==> config.mk <==
export PLATFORM = sky130hd
export DESIGN_NAME = cpu_fetch_unit_flat
export DESIGN_NICKNAME = d
export VERILOG_FILES = /design/src/rtl/cpu_fetch_unit_pkg.sv /design/src/rtl/cpu_fetch_unit_if.sv /design/src/rtl/cpu_fetch_unit_queue.sv /design/src/rtl/cpu_fetch_unit.sv /design/src/flat_wrapper.sv
export SDC_FILE = /design/constraint.sdc
export NUM_CORES = 1
export LEC_CHECK = 0
export ABC_AREA = 1
export CAP_MARGIN = 25
export CORE_UTILIZATION = 58
export DETAILED_ROUTE_END_ITERATION = 10
export PLACE_DENSITY_LB_ADDON = 0.25
export SLEW_MARGIN = 20
export SYNTH_ARGS = -nofsm -noshare
export SYNTH_HDL_FRONTEND = slang
export SYNTH_SLANG_ARGS = --single-unit
==> constraint.sdc <==
create_clock -name clk -period 13.6 [get_ports clk]
set_input_delay 2.72 -clock clk [delete_from_list [all_inputs] [get_ports clk]]
set_output_delay 2.72 -clock clk [all_outputs]
set_load 0.02 [all_outputs]
==> src/rtl/cpu_fetch_unit_pkg.sv <==
// Shared definitions for the instruction fetch front-end.
//   ADDR_W / INST_W : PC and instruction word widths
//   RESET_PC        : default first fetch address after reset
//   PC_INC          : sequential fetch stride in bytes
//   fetch_state_t   : fetch FSM states
//   fetch_entry_t   : one prefetch queue entry {pc, inst}
package cpu_defs;

  localparam int unsigned ADDR_W = 32;
  localparam int unsigned INST_W = 32;
  localparam logic [ADDR_W-1:0] RESET_PC = 32'h0000_0000;
  localparam int unsigned PC_INC = 4;

  typedef enum logic [1:0] {
    IDLE,
    REQ,
    DISCARD
  } fetch_state_t;

  typedef struct packed {
    logic [ADDR_W-1:0] pc;
    logic [INST_W-1:0] inst;
  } fetch_entry_t;

endpackage

==> src/rtl/cpu_fetch_unit_if.sv <==
// Fetch unit bus bundle: instruction memory req/ack port, redirect input,
// and the valid/ready instruction port towards the controller.
//   master : fetch unit side
//   slave  : memory/controller side
interface cpu_fetch_unit_if;
  import cpu_defs::*;

  logic              mem_req;
  logic [ADDR_W-1:0] mem_addr;
  logic              mem_ack;
  logic [INST_W-1:0] mem_rdata;
  logic              redirect_valid;
  logic [ADDR_W-1:0] redirect_pc;
  logic              inst_valid;
  logic [INST_W-1:0] inst_data;
  logic [ADDR_W-1:0] inst_pc;
  logic              inst_ready;

  modport master (
    output mem_req, mem_addr,
    input  mem_ack, mem_rdata,
    input  redirect_valid, redirect_pc,
    output inst_valid, inst_data, inst_pc,
    input  inst_ready
  );

  modport slave (
    input  mem_req, mem_addr,
    output mem_ack, mem_rdata,
    output redirect_valid, redirect_pc,
    input  inst_valid, inst_data, inst_pc,
    output inst_ready
  );

endinterface

==> src/rtl/cpu_fetch_unit_queue.sv <==
// Prefetch FIFO holding {pc, inst} entries.
//   clk, rst    : clock, asynchronous active-high reset
//   push, din   : write an entry (ignored when full)
//   pop         : drop the head entry (ignored when empty)
//   flush       : empty the queue; overrides push/pop
//   head        : current head entry
//   count       : number of stored entries
//   full, empty : occupancy flags
module cpu_fetch_queue
  import cpu_defs::*;
#(
  parameter int unsigned DEPTH = 4
) (
  input  logic                       clk,
  input  logic                       rst,
  input  logic                       push,
  input  fetch_entry_t               din,
  input  logic                       pop,
  input  logic                       flush,
  output fetch_entry_t               head,
  output logic [$clog2(DEPTH):0]     count,
  output logic                       full,
  output logic                       empty
);

  localparam int unsigned PW = $clog2(DEPTH);
  localparam int unsigned CW = PW + 1;

  fetch_entry_t   mem [DEPTH];
  logic [PW-1:0]  wr_ptr;
  logic [PW-1:0]  rd_ptr;
  logic           do_push;
  logic           do_pop;

  assign full    = (count == CW'(DEPTH));
  assign empty   = (count == '0);
  assign do_push = push && !full;
  assign do_pop  = pop && !empty;
  assign head    = mem[rd_ptr];

  always_ff @(posedge clk or posedge rst) begin
    if (rst) begin
      wr_ptr <= '0;
      rd_ptr <= '0;
      count  <= '0;
      for (int unsigned i = 0; i < DEPTH; i++) mem[i] <= '0;
    end else if (flush) begin
      wr_ptr <= '0;
      rd_ptr <= '0;
      count  <= '0;
    end else begin
      if (do_push) begin
        mem[wr_ptr] <= din;
        wr_ptr      <= wr_ptr + 1'b1;
      end
      if (do_pop) rd_ptr <= rd_ptr + 1'b1;
      count <= count + CW'(do_push) - CW'(do_pop);
    end
  end

endmodule

==> src/rtl/cpu_fetch_unit.sv <==
// Instruction fetch front-end: one outstanding word read to instruction
// memory, prefetch queue of {pc, inst}, valid/ready delivery to the
// controller, and flush/restart on redirect.
//   clk, rst : clock, asynchronous active-high reset
//   fif      : memory req/ack, redirect, and instruction valid/ready signals
module cpu_fetch_unit
  import cpu_defs::*;
#(
  parameter int unsigned       DEPTH    = 4,
  parameter logic [ADDR_W-1:0] RESET_PC = cpu_defs::RESET_PC
) (
  input  logic               clk,
  input  logic               rst,
  cpu_fetch_unit_if.master   fif
);

  localparam int unsigned CW = $clog2(DEPTH) + 1;

  fetch_state_t      state;
  logic [ADDR_W-1:0] fetch_pc;
  logic [ADDR_W-1:0] redir_target;
  logic [ADDR_W-1:0] next_pc;
  logic              push;
  logic              pop;
  logic              room;
  logic [CW-1:0]     q_count;
  logic [CW-1:0]     count_next;
  logic              q_full;
  logic              q_empty;
  fetch_entry_t      q_head;
  fetch_entry_t      q_din;

  assign redir_target = {fif.redirect_pc[ADDR_W-1:2], 2'b00};
  assign next_pc      = fetch_pc + ADDR_W'(PC_INC);

  // A redirect voids both the returning data and any same-cycle pop.
  assign push = (state == REQ) && fif.mem_ack && !fif.redirect_valid && !q_full;
  assign pop  = fif.inst_valid && fif.inst_ready && !fif.redirect_valid;

  assign count_next = fif.redirect_valid ? '0 : (q_count + CW'(push) - CW'(pop));
  assign room       = (count_next < CW'(DEPTH));

  assign q_din = '{pc: fetch_pc, inst: fif.mem_rdata};

  cpu_fetch_queue #(.DEPTH(DEPTH)) u_queue (
    .clk   (clk),
    .rst   (rst),
    .push  (push),
    .din   (q_din),
    .pop   (pop),
    .flush (fif.redirect_valid),
    .head  (q_head),
    .count (q_count),
    .full  (q_full),
    .empty (q_empty)
  );

  assign fif.inst_valid = !q_empty;
  assign fif.inst_data  = q_head.inst;
  assign fif.inst_pc    = q_head.pc;

  always_ff @(posedge clk or posedge rst) begin
    if (rst) begin
      state        <= IDLE;
      fetch_pc     <= RESET_PC;
      fif.mem_req  <= 1'b0;
      fif.mem_addr <= RESET_PC;
    end else begin
      case (state)
        IDLE: begin
          if (fif.redirect_valid) begin
            fetch_pc     <= redir_target;
            state        <= REQ;
            fif.mem_req  <= 1'b1;
            fif.mem_addr <= redir_target;
          end else if (room) begin
            state        <= REQ;
            fif.mem_req  <= 1'b1;
            fif.mem_addr <= fetch_pc;
          end
        end
        REQ: begin
          if (fif.redirect_valid) begin
            fetch_pc <= redir_target;
            if (fif.mem_ack) begin
              fif.mem_addr <= redir_target;
            end else begin
              // Request stays on the bus; its data will be dropped.
              state <= DISCARD;
            end
          end else if (fif.mem_ack) begin
            fetch_pc <= next_pc;
            if (room) begin
              fif.mem_addr <= next_pc;
            end else begin
              state       <= IDLE;
              fif.mem_req <= 1'b0;
            end
          end
        end
        DISCARD: begin
          if (fif.redirect_valid) fetch_pc <= redir_target;
          if (fif.mem_ack) begin
            state        <= REQ;
            fif.mem_addr <= fif.redirect_valid ? redir_target : fetch_pc;
          end
        end
        default: begin
          state       <= IDLE;
          fif.mem_req <= 1'b0;
        end
      endcase
    end
  end

endmodule

==> src/flat_wrapper.sv <==
// flat-port wrapper written by rule: the top's interface ports become plain ports
module cpu_fetch_unit_flat import cpu_defs::*;
#(
  parameter int unsigned       DEPTH    = 4,
  parameter logic [ADDR_W-1:0] RESET_PC = cpu_defs::RESET_PC
)
  (clk, rst, fif_mem_req, fif_mem_addr, fif_mem_ack, fif_mem_rdata, fif_redirect_valid, fif_redirect_pc, fif_inst_valid, fif_inst_data, fif_inst_pc, fif_inst_ready);
  cpu_fetch_unit_if fif_i ();
  input  logic clk;
  input  logic rst;
  output wire logic [$bits(fif_i.mem_req)-1:0] fif_mem_req;
  output wire logic [$bits(fif_i.mem_addr)-1:0] fif_mem_addr;
  input wire logic [$bits(fif_i.mem_ack)-1:0] fif_mem_ack;
  input wire logic [$bits(fif_i.mem_rdata)-1:0] fif_mem_rdata;
  input wire logic [$bits(fif_i.redirect_valid)-1:0] fif_redirect_valid;
  input wire logic [$bits(fif_i.redirect_pc)-1:0] fif_redirect_pc;
  output wire logic [$bits(fif_i.inst_valid)-1:0] fif_inst_valid;
  output wire logic [$bits(fif_i.inst_data)-1:0] fif_inst_data;
  output wire logic [$bits(fif_i.inst_pc)-1:0] fif_inst_pc;
  input wire logic [$bits(fif_i.inst_ready)-1:0] fif_inst_ready;
  assign fif_mem_req = fif_i.mem_req;
  assign fif_mem_addr = fif_i.mem_addr;
  assign fif_i.mem_ack = fif_mem_ack;
  assign fif_i.mem_rdata = fif_mem_rdata;
  assign fif_i.redirect_valid = fif_redirect_valid;
  assign fif_i.redirect_pc = fif_redirect_pc;
  assign fif_inst_valid = fif_i.inst_valid;
  assign fif_inst_data = fif_i.inst_data;
  assign fif_inst_pc = fif_i.inst_pc;
  assign fif_i.inst_ready = fif_inst_ready;
  cpu_fetch_unit #(.DEPTH(DEPTH), .RESET_PC(RESET_PC)) u_core (.clk(clk), .rst(rst), .fif(fif_i));
endmodule
After elaboration in Yosys (flattened, before gate mapping)
Index checks and enable logic that the tools add are counted.
{"block": "classes", "add_sub_neg": 7, "order_cmp": 4, "eq_ne": 12, "mux": 38, "n_bitwise": 4, "reduce_logical": 23}
{"op": "two-way mux 32 bit", "count": 10}
{"op": "bitwise mux 256 bit", "count": 1}
{"op": "two-way mux 64 bit", "count": 3}
{"op": "binary-select mux 64 bit (select 2 bit)", "count": 1}
{"op": "demux 64 bit (select 2 bit)", "count": 1}
{"op": "case mux 32 bit (3 select lines)", "count": 1}
{"op": "case mux 32 bit (2 select lines)", "count": 1}
{"op": "adder 32 x 3 -> 32 bit, second input constant", "count": 1}
{"op": "two-way mux 2 bit", "count": 11}
{"op": "AND reduction 5 bit", "count": 3}
{"op": "!= test 3 bit, second input constant", "count": 3}
{"op": "logical AND 1 bit", "count": 8}
{"op": "!= test 2 bit, second input constant", "count": 4}
{"op": "adder 3 x 1 -> 3 bit", "count": 2}
{"op": ">= comparator 3 bit, second input constant", "count": 2}
{"op": "two-way mux 3 bit", "count": 2}
{"op": "!= test 3 x 2 -> 1 bit, second input constant", "count": 2}
{"op": "NOT 2 -> 3 bit", "count": 2}
{"op": "case mux 2 bit (3 select lines)", "count": 1}
{"op": "nonzero test 2 bit", "count": 3}
{"op": "subtractor 3 x 1 -> 3 bit", "count": 2}
{"op": "two-way mux 1 bit", "count": 5}
{"op": "adder 2 x 1 -> 2 bit, second input constant", "count": 2}
{"op": "AND reduction 2 bit", "count": 2}
{"op": "12 further kinds", "count": 15}
{"block": "word_totals", "reg_bits": 330, "in_bits": 69, "word_cells": 103}

Longest topological paths before layout
Gate-level depths: netlist of run 1.
{"block": "depth", "depth_word": 12, "depth_mapped": 16, "mapped_depth_nobuf": 16}

Hierarchy
Synthesis of run 1 repeated with hierarchy kept, for this count alone.
{"block": "hier_totals", "cells_unflattened": 2259, "hier_area_um2": 17391.7}
{"module": "cpu_fetch_queue", "n_inst": 1, "cells_each": 1556, "area_each_um2": 12819.8, "seq_area_each_um2": 6581.3}
{"module": "cpu_fetch_unit", "n_inst": 1, "cells_each": 703, "area_each_um2": 4571.9, "seq_area_each_um2": 1676.6}

Least setup slack after synthesis of run 1
No wires, ideal clock.
{"block": "synth_path", "path_type": "input-to-reg", "from": "input port fif_redirect_valid", "to": "register u_core.fif.mem_addr[20]", "t_arrival_ns": 4.620, "required_time_ns": 13.484, "setup_slack_ns": 8.864, "path_stages": 16, "path_buffers": 4, "cell_sequence": "buf_2 > buf_2 > buf_2 > nor2_1 > ha_1 > inv_1 > ha_1 > nand3_1 > nand2_1 > nand2_1 > nand4_1 > nand2_1 > clkbuf_1 > nor2_1 > nand2_1 > nand2_1"}
{"block": "synth_via", "elab_chain_cells": 9}
{"item": "start, declared", "line_no": "flat_wrapper.sv:15", "rtl": "input wire logic [$bits(fif_i.redirect_valid)-1:0] fif_redirect_valid;"}
{"item": "zero test 1 bit", "line_no": "cpu_fetch_unit.sv:37, cpu_fetch_unit.sv:38"}
{"item": "logical AND 1 bit (2 in a row)", "line_no": "cpu_fetch_unit.sv:37", "rtl": "assign push = (state == REQ) && fif.mem_ack && !fif.redirect_valid && !q_full;"}
{"item": "adder 3 x 1 -> 3 bit", "line_no": "cpu_fetch_unit.sv:40", "rtl": "assign count_next = fif.redirect_valid ? '0 : (q_count + CW'(push) - CW'(pop));"}
{"item": "subtractor 3 x 1 -> 3 bit", "line_no": "cpu_fetch_unit.sv:40"}
{"item": "two-way mux 3 bit", "line_no": "cpu_fetch_unit.sv:40"}
{"item": "< comparator 3 bit", "line_no": "cpu_fetch_unit.sv:41", "rtl": "assign room = (count_next < CW'(DEPTH));"}
{"item": "!= test 3 x 2 -> 1 bit (no source line)"}
{"item": "AND reduction 5 bit (no source line)"}
{"item": "end signal, assigned", "line_no": "cpu_fetch_unit.sv:75", "rtl": "fif.mem_addr <= redir_target;"}
{"item": "end signal, assigned", "line_no": "cpu_fetch_unit.sv:79", "rtl": "fif.mem_addr <= fetch_pc;"}
{"item": "end signal, assigned", "line_no": "cpu_fetch_unit.sv:86", "rtl": "fif.mem_addr <= redir_target;"}
{"item": "end, declared", "line_no": "cpu_fetch_unit_if.sv:20", "rtl": "output mem_req, mem_addr,"}
Parallel ways exist; a longest one is shown, timed or not. The select of a mux whose other input is x is not followed.
A chain may end at the register's enable or synchronous reset.

Worst setup path in the final report of run 1
{"block": "layout_path", "from": "register u_core.u_queue.rd_ptr[0]", "to": "output port fif_inst_pc[12]"}
{"block": "layout_via", "elab_chain_cells": 4}
{"item": "start, declared", "line_no": "cpu_fetch_unit_queue.sv:31", "rtl": "logic [PW-1:0] rd_ptr;"}
{"item": "start signal, assigned", "line_no": "cpu_fetch_unit_queue.sv:56", "rtl": "if (do_pop) rd_ptr <= rd_ptr + 1'b1;"}
{"item": "NOT 2 -> 3 bit (not written as such)", "line_no": "cpu_fetch_unit_queue.sv:39", "rtl": "assign head = mem[rd_ptr];"}
{"item": "binary-select mux 64 bit (select 2 bit)", "line_no": "cpu_fetch_unit_queue.sv:39"}
{"item": "two-way mux 64 bit (not written as such) (2 in a row)", "line_no": "cpu_fetch_unit_queue.sv:39"}
{"item": "end, declared", "line_no": "flat_wrapper.sv:19", "rtl": "output wire logic [$bits(fif_i.inst_pc)-1:0] fif_inst_pc;"}
Every way passes these cells. The select of a mux whose other input is x is not followed.

==> results list, run 1 <==
* Cells along the critical path: clkinv_2 > buf_4 > o21ai_0 > o22ai_1 > clkdlybuf4s50_1
- For the worst flop-to-flop path, the logic depth is 16.
- After detailed routing, the average wire length per cell comes to 17.75 um.
* Number of clock sinks: 330
* Power density relative to cell area: 238.8 nW/um^2
* Net switching fraction of the power: 39.83%
- The Yosys step of the flow raised 0 warnings.
- At the worst endpoint, the arrival time is 3.79 ns.
- STA puts the critical path data required time at 10.88 ns.
* Antenna violations before repair: 0
- Counting both buffers and inverters, the worst setup path holds a total of 3.
* Synth Register Bits: 330
- Number of cells on the worst hold path: 2
* Final weighted congestion in routability-driven placement: 0.8944
- Of the total power, the clock network draws 22.0%.
* Compound-cell area share of the yosys netlist: 12.85%
* Detailed router's first-iteration violation count: 1107
- Summed over all cells, the static leakage comes to 9.251 nW.
* Proportion of synthesized chip area in sequential cells: 50.05%
- Clock latency on the worst-skew pair, taken at its later pin, is 0.52 ns.
* Area share of and/or/nand/nor cells after synthesis: 18.11%
* DR vias: 13530
- Worst-path fanout max: 94
- Instance count of the mapped netlist: 1809
- The worst hold path begins at u_core.fif.mem_addr[16].
* Number of distinct library cells after synthesis: 34
- The first TritonRoute pass finished after 6 iterations.
- Row generation in the floorplan step produced 61 rows.
* Top cells by area in the synthesized netlist: sky130_fd_sc_hd__dfrtp_1 50%, sky130_fd_sc_hd__mux2_1 9.1%, sky130_fd_sc_hd__nand2_1 8.7%
- Combinational logic burns 44.2% of the power.
- Highest clock rate: 0.1536 GHz
* Sequential fraction of design power: 33.8%
- Cts-stage hold buffer count: 0
* Result of the run: finished clean
- Maximum number of pins on one net before global-route repair: 104
* All-layer global routing usage: 28.96%
* Category of the worst setup path capture point: primary output
* Starting density of the core: 59.23%
- Vert. Die Dim: 170.7 um
- In this design, the stage delay of the slowest critical-path cell is 0.82 ns.
- Number of stages on the worst setup path: 5
- Syn_area_per_cell: 9.121 sq um
* Part of the cycle the worst path needs: 47.86%
- Placed wire-length estimate: 24890 um
* Layout cell share with drive strength beyond 1: 7.486%
* Clock Pin Slew Worst Setup and Hold Paths: 0.06 ns
- Number of max-capacitance violations reported: 0
- Arithmetic-cell share of the synthesized area counting full adders, half adders and majority gates: 0.8038%
- Category of the most critical setup path: reg2out
- After the flow finishes, the layout carries non-filler instances totaling 2315.
- After synthesis, the largest family of logic cells by area is simple AND/OR/NAND/NOR gates.
- Count of antenna diodes in the layout: 0
- Number of I/O port buffers: 164
- The tightest min-delay check is of the reg2reg type.
- Number of cells upsized or downsized after cts: 0
- Summed over all failing endpoints, the final setup total negative slack is 0 ns.
- Switching power summed over all nets: 1.850 mW
* Antenna-violating nets left: 0
* Routed Wire Length: 41100 um
- Global-route wire length before repair: 67290 um
* Final design utilization: 69.83%
- TritonCTS built the clock tree.
* Final hold violation count: 0
- Count of nets after finishing: 1991
* Number of H-tree branching levels: 2
- Number of failing setup endpoints in the final timing report: 0
* Crit-path slowest cell: sky130_fd_sc_hd__buf_4
- Broken down by cell family, the worst path's largest delay share belongs to buffers and inverters.
- Cell type with the largest total area after synthesis: sky130_fd_sc_hd__dfrtp_1
- Final slew viol count: 0
- Worst reg2reg startpoint: u_core.state[0]
- Start point of the critical path: u_core.u_queue.rd_ptr[0]
- Commonest cells after routing, fill and taps aside: 383 x sky130_fd_sc_hd__nand2_1, 328 x sky130_fd_sc_hd__dfrtp_1, 242 x sky130_fd_sc_hd__nor2_1, 170 x sky130_fd_sc_hd__o21ai_0, 163 x sky130_fd_sc_hd__clkdlybuf4s50_1
- DR DRC count: 0
- The die is 170.7 um wide.
- Share of the synthesized netlist area taken by xor and xnor gates: 0%
* Routed vias/inst: 5.843
- CTS placed an instance of sky130_fd_sc_hd__clkbuf_16 at the clock tree root.
- Placed instance count: 2249
* Die Outline Area: 29130 sq um
- Inserted Clock Buffers: 37
* Residual overflow from global routing: 0
- Final Skew: 0.01714 ns
- Via count of the first global-routing pass: 13230
- In this run the tightest slew margin relative to its limit is 34.58%.
- Kind of start point of the critical path: flop
- Compared with the post-synthesis result, the final layout area differs by 17.90%.
- Maximum buffer depth of the clock tree: 3
- In this run the standard cell core region covers 27860 sq um.
- Worst-margin pin slew: 0.9813 ns
* Int Pwr: 2.795 mW
- Hold timing on the final database bottoms out at a slack of 0.4768 ns.
* Syn nets: 1888
- Share of the synthesized area in the top cell type: 50.05%
- Of the post-synthesis cell area, the part taken by muxes is 12.74%.
* Post-CTS setup buffer count: 0
- Netlist area before placement: 16500 sq um
- Post-route minimum period: 6.509 ns
- Leaving out fill and tap cells, the most frequent cell in the layout is sky130_fd_sc_hd__nand2_1.
- # IOs: 167
- Setup repair after global routing missed its margin: no
- VDD sags by at most 0.1611 mV.
[metal layers]
layer / wire length [um] / part of all wire, % / global-route usage [%]
met5: 0 / 0 / 0
met4: 1173 / 2.9 / 10.58
met3: 2772 / 6.7 / 4.488
met2: 19350 / 47 / 47.22
met1: 17810 / 43 / 39.23
[power groups by stage]
stage / clock network (mW) / registers (mW) / logic (mW)
3_3_place_gp: 0 / 1.56 / 1.97
2_1_floorplan: 0 / 1.54 / 1.30
5_1_grt: 1.08 / 1.61 / 2.24
4_1_cts: 1.04 / 1.56 / 2.04
3_5_place_dp: 0 / 1.58 / 2.03
6_report: 1.02 / 1.57 / 2.05
[state kept, by name, indices dropped and copies added, names as in the netlist]
signal and count:
u_core.fetch_pc 32, u_core.state 2, u_core.u_queue.rd_ptr 2, u_core.fif.mem_req 1, u_core.u_queue.count 3, u_core.fif.mem_addr 32, u_core.u_queue.mem 256, u_core.u_queue.wr_ptr 2
[final timing paths]
kind | endpoint | slack (ns)
min in group asynchronous | u_core.fif.mem_addr[26] | 2.75
setup / recovery | fif_inst_pc[12] | 7.09
max in group asynchronous | u_core.u_queue.mem[101] | 9.41
hold / removal | u_core.fif.mem_addr[16] | 0.48
hold reg to reg | u_core.fif.mem_addr[16] | 0.48
setup reg to reg | u_core.fif.mem_addr[15] | 9.60
[final cells by class]
class | count | area (sq um)
sequential | 330 | 8263
timing repair buffer | 183 | 1843
clock buffer | 55 | 1126
multi-input combinational | 1289 | 7346
clock inverter | 9 | 126.4
inverter | 71 | 275.3
tap | 378 | 473.0
fill | 2114 | 8406
[Yosys cell counts]
cell	n
sky130_fd_sc_hd__buf_4	9
sky130_fd_sc_hd__nor3_1	1
sky130_fd_sc_hd__o22ai_1	66
sky130_fd_sc_hd__dfrtp_1	330
sky130_fd_sc_hd__nand2_4	1
sky130_fd_sc_hd__nand3_1	55
sky130_fd_sc_hd__nand4_1	34
sky130_fd_sc_hd__nor2_2	3
sky130_fd_sc_hd__and2_1	2
sky130_fd_sc_hd__fa_1	1
sky130_fd_sc_hd__clkbuf_1	66
sky130_fd_sc_hd__nand2_2	1
sky130_fd_sc_hd__a31oi_1	5
sky130_fd_sc_hd__buf_1	3
sky130_fd_sc_hd__mux2i_1	3
sky130_fd_sc_hd__nand2_1	384
sky130_fd_sc_hd__nor2_1	242
sky130_fd_sc_hd__a21oi_1	39
sky130_fd_sc_hd__ha_1	9
sky130_fd_sc_hd__o211ai_1	1
sky130_fd_sc_hd__buf_2	25
sky130_fd_sc_hd__a21boi_0	3
sky130_fd_sc_hd__a22oi_1	4
sky130_fd_sc_hd__o21bai_1	3
sky130_fd_sc_hd__mux2_2	51
sky130_fd_sc_hd__o21ai_0	170
sky130_fd_sc_hd__mux2_1	133
sky130_fd_sc_hd__inv_2	2
sky130_fd_sc_hd__nor3_4	1
sky130_fd_sc_hd__o21a_1	73
sky130_fd_sc_hd__clkinv_1	1
sky130_fd_sc_hd__inv_1	68
sky130_fd_sc_hd__nor2_8	4
sky130_fd_sc_hd__buf_6	16
[metrics by stage]
stage | instance area, sq um | setup WS [ns] | total power [mW]
2_1_floorplan | 16500 | 1.740 | 2.835
3_3_place_gp | 18110 | 7.351 | 3.534
3_5_place_dp | 18140 | 7.251 | 3.602
4_1_cts | 19390 | 7.130 | 4.644
5_1_grt | 19450 | 6.926 | 4.938
6_report | 19450 | 7.091 | 4.645
[tightest hold or removal path, stage by stage, from the launching register on]
cell                      delay, ns
sky130_fd_sc_hd__dfrtp_1       0.34
sky130_fd_sc_hd__nand2_1       0.05
sky130_fd_sc_hd__nand2_1       0.06
[logic make-up after synthesis]
kind of cell             count (synthesis)
AO/OA/AOI/OAI                          364
multiplexers                           187
flip-flops                             330
AND/OR/NAND/NOR                        728
adder cells (fa/ha/maj)                 10
buffers and inverters                  190
Note: power is estimated with default switching activity, not from simulation.
==> run 2: changes to the inputs <==
==> constraint.sdc (replaced) <==
create_clock -name clk -period 6.8 [get_ports clk]
set_input_delay 1.36 -clock clk [delete_from_list [all_inputs] [get_ports clk]]
set_output_delay 1.36 -clock clk [all_outputs]
set_load 0.02 [all_outputs]
==> run 2 against run 1 <==
Net effect:
- first-iteration DRC count grew 18%
- combinational power rose by 98%
- cell area fell by 0.93%
- largest cell class unchanged
- largest power group unchanged
- highest routed layer unchanged
==> results list, run 2 (same netlist as run 1, synthesis figures left out) <==
* Final std cell area, no fill: 19270 sq um (was 19450 sq um)
- Category of the most critical setup path: reg2out (unchanged)
* Global-route wire length before repair: 67010 um (was 67290 um)
- The required time of the critical path came to 5.44 ns (was 10.88 ns).
- Kind of start point of the critical path: flop (unchanged)
- The critical path's largest stage delay came to 0.78 ns (was 0.82 ns).
* Final cell count without fillers: 2310 (was 2315)
- Die Outline Area: 29130 sq um (unchanged)
* All-layer global routing usage: 28.84% (was 28.96%)
- Switching power summed over all nets: 3.651 mW (was 1.850 mW)
- Maximum number of pins on one net before global-route repair: 136 (was 104)
- Drt first pass iters: 6 (unchanged)
* Commonest non-fill, non-tap cell in the layout: sky130_fd_sc_hd__nand2_1 (unchanged)
- The power density relative to cell area came to 468.1 nW/um^2 (was 238.8 nW/um^2).
* Static power due to leakage: 9.161 nW (was 9.251 nW)
- The post-route DRC violation count was 0 (unchanged).
- The sum of overflow across all layers after global routing is 0 (unchanged).
- The number of resized instances in the post-cts repair step was 0 (unchanged).
* Sequential fraction of design power: 35.2% (was 33.8%)
- Maximum buffer depth of the clock tree: 3 (unchanged)
- The CTS clock-pin slew for the worst setup and hold paths was 0.06 ns (about the same).
* Number of failing setup endpoints in the final timing report: 0 (unchanged)
- Top flop regs: u_core.u_queue.mem: 256 flops, u_core.fetch_pc: 32 flops, u_core.fif.mem_addr: 32 flops (unchanged)
- Rows: 61 (unchanged)
* Final hold violation count: 0 (unchanged)
- The height of the die is 170.7 um (unchanged).
- The total of hold buffers inserted after clock tree synthesis is 0 (unchanged).
* WL per Instance: 17.82 um (was 17.75 um)
- The internal power summed over all cells is 5.371 mW (was 2.795 mW).
- The register area is 8263 sq um (unchanged).
- The endpoint arrival time on the critical path came to 3.28 ns (was 3.79 ns).
- The cell family with the largest share of critical-path delay was buffers and inverters (unchanged).
* Layout overhead on the synthesized area: 16.80% (was 17.90%)
- TritonCTS clock tree: done (unchanged)
* Starting density of the core: 59.23% (unchanged)
- The number of DRC markers in iteration 0 is 1311 (was 1107).
- The number of placed cells counting well taps was 2249 (unchanged).
* Top register by number of flip-flops: u_core.u_queue.mem (unchanged)
- Setup repair after global routing missed its margin: no (unchanged).
* Proportion of power drawn by combinational gates: 45.0% (was 44.2%)
* Worst-margin pin slew: 0.8473 ns (was 0.9813 ns)
* Worst-path fanout max: 78 (was 94)
- Placed wire-length estimate: 25230 um (was 24890 um)
- Final Skew: 0.01861 ns (was 0.01714 ns)
* Antenna-violating nets left: 0 (unchanged)
* Inserted Clock Buffers: 35 (was 37)
- The headroom to the max-slew limit was 43.51% (was 34.58%).
- The total length of routed wires was 41160 um (was 41100 um).
* Final design utilization: 69.18% (was 69.83%)
* Die span in x: 170.7 um (unchanged)
* Count of nets after finishing: 1991 (unchanged)
- The core footprint was 27860 sq um (unchanged).
- The critical path endpoint category was a primary output (unchanged).
- The antenna diode count came to 0 (unchanged).
- The number of global-route vias before repair is 13310 (was 13230).
* Post-placement cell area: 18140 sq um (about the same)
- Result of the run: finished clean (unchanged)
* Post-CTS setup buffer count: 0 (unchanged)
- The path category of the worst min-delay check was reg2reg (unchanged).
* Worst-skew pair later-pin latency: 0.50 ns (was 0.52 ns)
- Sum of negative setup slack: 0 ns (unchanged)
* Highest clock rate: 0.2156 GHz
* DR vias: 13470 (was 13530)
* Worst ir drop on vdd: 0.2765 mV (was 0.1611 mV)
* Antenna violations before repair: 0 (unchanged)
* Layout cell share with drive strength beyond 1: 7.039% (was 7.486%)
- The clock sink count is 330 (unchanged).
- The layout filler cell count came to 2151 (was 2114).
- The smallest clock period supported by the final layout is computed as 4.639 ns.
- The number of buffer and inverter instances along the worst setup path is 3 (unchanged).
- Cells along the critical path: clkinv_2 > buf_4 > o21ai_0 > o22ai_1 > clkdlybuf4s50_1 (unchanged).
* Clock Power Share: 19.8% (was 22.0%)
- Number of I/O port buffers: 164 (unchanged)
- The number of maximum-capacitance violations is 0 (unchanged).
* Total power: 9.022 mW (was 4.645 mW)
- Net switching fraction of the power: 40.46% (was 39.83%)
- Max reg flops: 256 (unchanged)
* Routed vias/inst: 5.833 (was 5.843)
- Part of the cycle the worst path needs: 68.22%
- The number of max-slew violations in the final report is 0 (unchanged).
- Commonest cells after routing, fill and taps aside: 384 x sky130_fd_sc_hd__nand2_1, 328 x sky130_fd_sc_hd__dfrtp_1, 242 x sky130_fd_sc_hd__nor2_1, 170 x sky130_fd_sc_hd__o21ai_0, 163 x sky130_fd_sc_hd__clkdlybuf4s50_1 (was 383 x sky130_fd_sc_hd__nand2_1, 328 x sky130_fd_sc_hd__dfrtp_1, 242 x sky130_fd_sc_hd__nor2_1, 170 x sky130_fd_sc_hd__o21ai_0, 163 x sky130_fd_sc_hd__clkdlybuf4s50_1).
* # IOs: 167 (unchanged)
- The root buffer cell is sky130_fd_sc_hd__clkbuf_16 (unchanged).
* Area used by multi-input combinational logic: 7343 sq um (was 7346 sq um)
* Number of H-tree branching levels: 2 (unchanged)
- The cell with the largest stage delay on the worst path was sky130_fd_sc_hd__dfrtp_4 (was sky130_fd_sc_hd__buf_4).
* Final weighted congestion in routability-driven placement: 0.9224 (was 0.8944)
==> run 2: metal layers <==
layer  global-route usage (%)  share of wire, %
met5                        0                 0
met4                    10.73               2.8
met3                    4.997               7.3
met2                    48.22                48
met1                    37.60                42
==> run 2: worst paths after layout <==
check | slack (ns) | cells past startpoint | startpoint | to
max reg2reg | 3.57 | 16 | u_core.state[1] | u_core.fif.mem_addr[31]
max | 2.16 | 5 | u_core.u_queue.rd_ptr[0] | fif_inst_pc[16]
min in group asynchronous | 1.14 | 2 | rst | u_core.fetch_pc[26]
min | 0.48 | 1 | u_core.u_queue.mem[138] | u_core.u_queue.mem[138]
max in group asynchronous | 4.46 | 4 | rst | u_core.u_queue.mem[150]
min reg2reg | 0.48 | 1 | u_core.u_queue.mem[138] | u_core.u_queue.mem[138]
==> run 2: cell type report <==
type / count / area share, %
clock buffer: 49 / 5.142
clock inverter: 8 / 0.3376
inverter: 71 / 1.409
multi-input combinational: 1289 / 38.11
tap: 378 / 2.454
timing repair buffer: 185 / 9.674
sequential: 330 / 42.88
==> run 2: power by group through the flow <==
| stage | clock, mW | combinational [mW] | sequential (mW) |
|---|---|---|---|
| after floorplan | 0 | 2.60 | 3.07 |
| after global placement | 0 | 3.93 | 3.14 |
| after global routing | 1.90 | 4.46 | 3.25 |
| after CTS | 1.82 | 4.05 | 3.16 |
| final | 1.79 | 4.06 | 3.17 |
| after detailed placement | 0 | 4.03 | 3.18 |
==> run 2: metrics by stage <==
step / hold slack [ns] / setup WS, ns
2_1_floorplan: 0.4524 / 1.033
5_1_grt: 0.4904 / 1.967
6_report: 0.4784 / 2.161
3_5_place_dp: 0.4659 / 2.464
4_1_cts: 0.4818 / 2.163
3_3_place_gp: 0.4610 / 2.457
